File: config.mk
export PLATFORM = sky130hd
export DESIGN_NAME = map_access_arbiter
export DESIGN_NICKNAME = d
export VERILOG_FILES = /design/src/rtl/map_access_arbiter.sv
export SDC_FILE = /design/constraint.sdc
export NUM_CORES = 1
export LEC_CHECK = 0
export ABC_AREA = 1
export CORE_MARGIN = 2
export CORE_UTILIZATION = 32
export CTS_CLUSTER_SIZE = 30
export DETAILED_ROUTE_END_ITERATION = 8
export PLACE_DENSITY = 0.76
export SYNTH_ARGS = -nofsm -noshare
export SYNTH_HDL_FRONTEND = slang
export SYNTH_SLANG_ARGS = --single-unit
File: constraint.sdc
create_clock -name clk -period 1.68 [get_ports clk]
set_input_delay 0.336 -clock clk [delete_from_list [all_inputs] [get_ports clk]]
set_output_delay 0.336 -clock clk [all_outputs]
set_load 0.02 [all_outputs]
File: src/rtl/map_access_arbiter.sv
// Two-port arbiter for the single combinational map lookup port.
// A (DDA stepper) has priority; B (overlay reader) wins after STARVE_LIMIT denied cycles.
module map_access_arbiter #(
  parameter int unsigned MAP_WBITS    = 4,
  parameter int unsigned MAP_HBITS    = 4,
  parameter int unsigned STARVE_LIMIT = 7
) (
  input  logic                 clk,
  input  logic                 reset_n,
  input  logic                 i_a_req,
  input  logic [MAP_WBITS-1:0] i_a_col,
  input  logic [MAP_HBITS-1:0] i_a_row,
  output logic                 o_a_ack,
  output logic                 o_a_val,
  input  logic                 i_b_req,
  input  logic [MAP_WBITS-1:0] i_b_col,
  input  logic [MAP_HBITS-1:0] i_b_row,
  output logic                 o_b_ack,
  output logic                 o_b_val,
  output logic [MAP_WBITS-1:0] o_map_col,
  output logic [MAP_HBITS-1:0] o_map_row,
  input  logic                 i_map_val,
  output logic                 o_starve
);

  localparam int unsigned CntW = $clog2(STARVE_LIMIT + 1);
  localparam logic [CntW-1:0] CntMax = CntW'(STARVE_LIMIT);

  logic [CntW-1:0] cnt_q, cnt_d;
  logic            a_ack_q, a_val_q, b_ack_q, b_val_q;
  logic            elig_a, elig_b, starve, grant_a, grant_b;

  // A requester sitting in its own ack cycle is not eligible, which forces A/B alternation.
  assign elig_a  = i_a_req & ~a_ack_q;
  assign elig_b  = i_b_req & ~b_ack_q;
  assign starve  = elig_b & (cnt_q == CntMax);
  assign grant_a = elig_a & ~starve;
  assign grant_b = starve | (elig_b & ~elig_a);

  always_comb begin
    o_map_col = '0;
    o_map_row = '0;
    if (grant_a) begin
      o_map_col = i_a_col;
      o_map_row = i_a_row;
    end else if (grant_b) begin
      o_map_col = i_b_col;
      o_map_row = i_b_row;
    end
  end

  always_comb begin
    cnt_d = cnt_q;
    if (grant_b || !elig_b) begin
      cnt_d = '0;
    end else if (grant_a && (cnt_q != CntMax)) begin
      cnt_d = cnt_q + CntW'(1);
    end
  end

  always_ff @(posedge clk or negedge reset_n) begin
    if (!reset_n) begin
      cnt_q   <= '0;
      a_ack_q <= 1'b0;
      a_val_q <= 1'b0;
      b_ack_q <= 1'b0;
      b_val_q <= 1'b0;
    end else begin
      cnt_q   <= cnt_d;
      a_ack_q <= grant_a;
      b_ack_q <= grant_b;
      if (grant_a) a_val_q <= i_map_val;
      if (grant_b) b_val_q <= i_map_val;
    end
  end

  assign o_a_ack  = a_ack_q;
  assign o_a_val  = a_val_q;
  assign o_b_ack  = b_ack_q;
  assign o_b_val  = b_val_q;
  assign o_starve = starve;

endmodule

==> out/results.tsv <==
stage	metric	value	unit
status	outcome	finished with violations	
status	violations	negative setup slack	
synthesis	synth_top_cell_area_share	38.4	%
detailed_routing	first_pass_iters	4	
synthesis	yosysTopAreaCell	dfrtp_1	
synthesis	ys_top_cells_by_count	19 x nand3_1, 14 x nand2_1, 7 x dfrtp_1, 7 x inv_1, 3 x inv_2	
synthesis	yosysSeqAreaShare	38.4	%
critical_path	endpoint_kind	output pin	
synthesis	synth_flop_cell	dfrtp_1	
clock_tree	cts_buffers	3	
timing	fin_crit_sh	109	%
detailed_routing	wl_per_cell	15.1	µm
clock_tree	cts_sinks	7	
detailed_routing	drt_iter0_markers	8	
timing	fin_worst_skew	0.00403	ns
global_route	track_usage	18.5	%
timing	finalSetupViolCount	8	
critical_path	start_kind	flop	
timing	setup_tns	-0.965	ns
clock_tree	hold_buffers	0	
placed_design	preCtsSetupSlack	-0.508	ns
placed_design	dp.cells	112	
finish	stdcell_count	121	
detailed_routing	wl	1.83	mm
power	ir_drop	0.670	mV
clock_tree	cts_tree	yes	
synthesis	synth_area	457	µm²
detailed_routing	drc	0	
floorplanning	dieArea	1750	µm²
synthesis	synthArstFlopShare	100	%
critical_path	cp.required	1.34	ns
timing	whs	0.344	ns
finish	nNetsFinal	130	
floorplanning	start_util	34.7	%
clock_tree	clock_path_buffers	2	
timing	tightestPinTransition	0.325	ns
detailed_routing	vias	597	
power	total_power	592	µW
worst_hold_path	worstHoldPathType	input pin to async pin	
power	power_density	580	nW/µm²
synthesis	synth_area_leaders	dfrtp_1 38%, nand3_1 21%, nand2_1 12%	
placed_design	port-buffer-count	33	
global_route	antenna_found_initial	0	
clock_tree	cts-htree-levels	1	
timing	slew_viol_final	0	
floorplanning	ios	34	
critical_path	cp_max_fo	5	
timing	max_freq	546	MHz
timing	max_slew_margin	78.3	%
synthesis	syn-instance-count	60	
floorplanning	die_height	41.8	µm
global_route	grt_max_degree	11	
run	maxCapViolCount	0	
global_route	grt_pass1_vias	567	
synthesis	synth_seq_cells	7	
timing	rsz0062_at_grt	true	
floorplanning	die_x	41.8	µm
global_route	grt_pass1_wl	2.53	mm
finish	diodes	0	
clock_tree	clkSlewWorstSetupHoldPaths	0.05	ns
detailed_routing	viasPerCell	4.93	
floorplanning	rows	13	
synthesis	syn_area_per_cell	7.61	µm²
synthesis	ys_types	13	
placed_design	gp_congestion	0.722	
detailed_routing	ant_nets	0	
timing	layout_min_cycle_time	1.83	ns
floorplanning	core	1320	µm²
synthesis	synth_nets	83	
finish	area_growth	123	%
placed_design	hpwlAfterDp	1.09	mm
clock_tree	clock_latency	0.25	ns
timing	finalHoldViolations	0	
finish	drive_gt1_share	44.3	%
timing	finalWorstSetupSlack	-0.150	ns
synthesis	yosysWarnings	0	
synthesis	yosysMostFrequentCell	nand3_1	
critical_path	crit_type	flop to output pin	
synthesis	synth_edf_count	0	
critical_path	worst-endpoint-arrival	1.49	ns
global_route	grt.overflow.total	0	
clock_tree	cts-root-buf	clkbuf_4	
power	p_leak	0.478	nW
per-stage QoR:
stage                     cell area [µm²]  util, %
final                                1020     77.4
after global routing                 1020     77.4
after CTS                             967     73.4
after detailed placement              835     63.3
after global placement                835     63.3
after floorplan                       457        -
critical path, stage by stage (launching register included):
cell	delay, ns
dfrtp_1	0.40
ha_4	0.18
ha_4	0.17
inv_4	0.07
nand3_4	0.12
nand3_2	0.09
nand2_1	0.07
buf_6	0.13
cell families (layout without fill, tap and decap cells):
group                    Yosys count  count (layout)  share of synthesized area, %
adder cells (fa/ha/maj)            2               2                          5.48
flip-flops                         7               7                          38.4
AND/OR/NAND/NOR                   39              40                          44.4
buffers and inverters             12              57                          11.8
registers in the layout, summed over array words and instances, names as in the netlist:
register	count
cnt_q	3
o_a_val	1
o_a_ack	1
o_b_val	1
o_b_ack	1
power by group:
group,internal (mW),leakage (nW),switching (mW)
Clock,0.0907,0.0150,0.0623
Sequential,0.181,0.0915,0.00992
Combinational,0.128,0.372,0.120
Total,0.400,0.478,0.192
area by class of cell:
cell class	instances	area, µm²
Tap cell	15	18.8
Timing Repair Buffer	43	424
Sequential cell	7	175
Clock buffer	4	26.3
Inverter	10	42.5
Multi-Input combinational cell	42	333
Fill cell	101	298
path summary, 6_finish.rpt:
path / cells past startpoint / end / slack [ns] / from
worst max register to register: 7 / cnt_q[2] / 0.17 / cnt_q[0]
max in group asynchronous: 1 / o_b_val / 1.09 / reset_n
worst max-delay path: 7 / o_map_row[2] / -0.15 / cnt_q[0]
worst min register to register: 2 / o_b_val / 0.49 / o_b_val
worst min-delay path: 1 / o_a_val / 0.34 / reset_n
min in group clk: 2 / o_b_val / 0.49 / o_b_val
cells in the final DEF (no fill, tap or decap), types with 5 or more instances in the layout:
| cell | count |
|---|---|
| clkdlybuf4s50_1 | 24 |
| nand2_2 | 5 |
| buf_6 | 11 |
| nand3_1 | 10 |
| buf_4 | 8 |
| nand3_2 | 8 |
| inv_1 | 5 |
| dfrtp_1 | 7 |
| nand2_1 | 10 |
routing by layer:
layer	GRT usage, %	vias to the layer above	routed length, µm
li1	-	290	-
met1	24.5	290	719
met2	30.9	13	1010
met3	2.61	4	72
met4	5.81	0	26
met5	0	-	0
timing repair:
action,4_1_cts,5_1_grt
buffers inserted,3,0
gates resized for setup,68,12
pin swaps,7,2
gates cloned,2,0
endpoints found under the setup margin,9,9
Power figures use the tool's default switching activity.
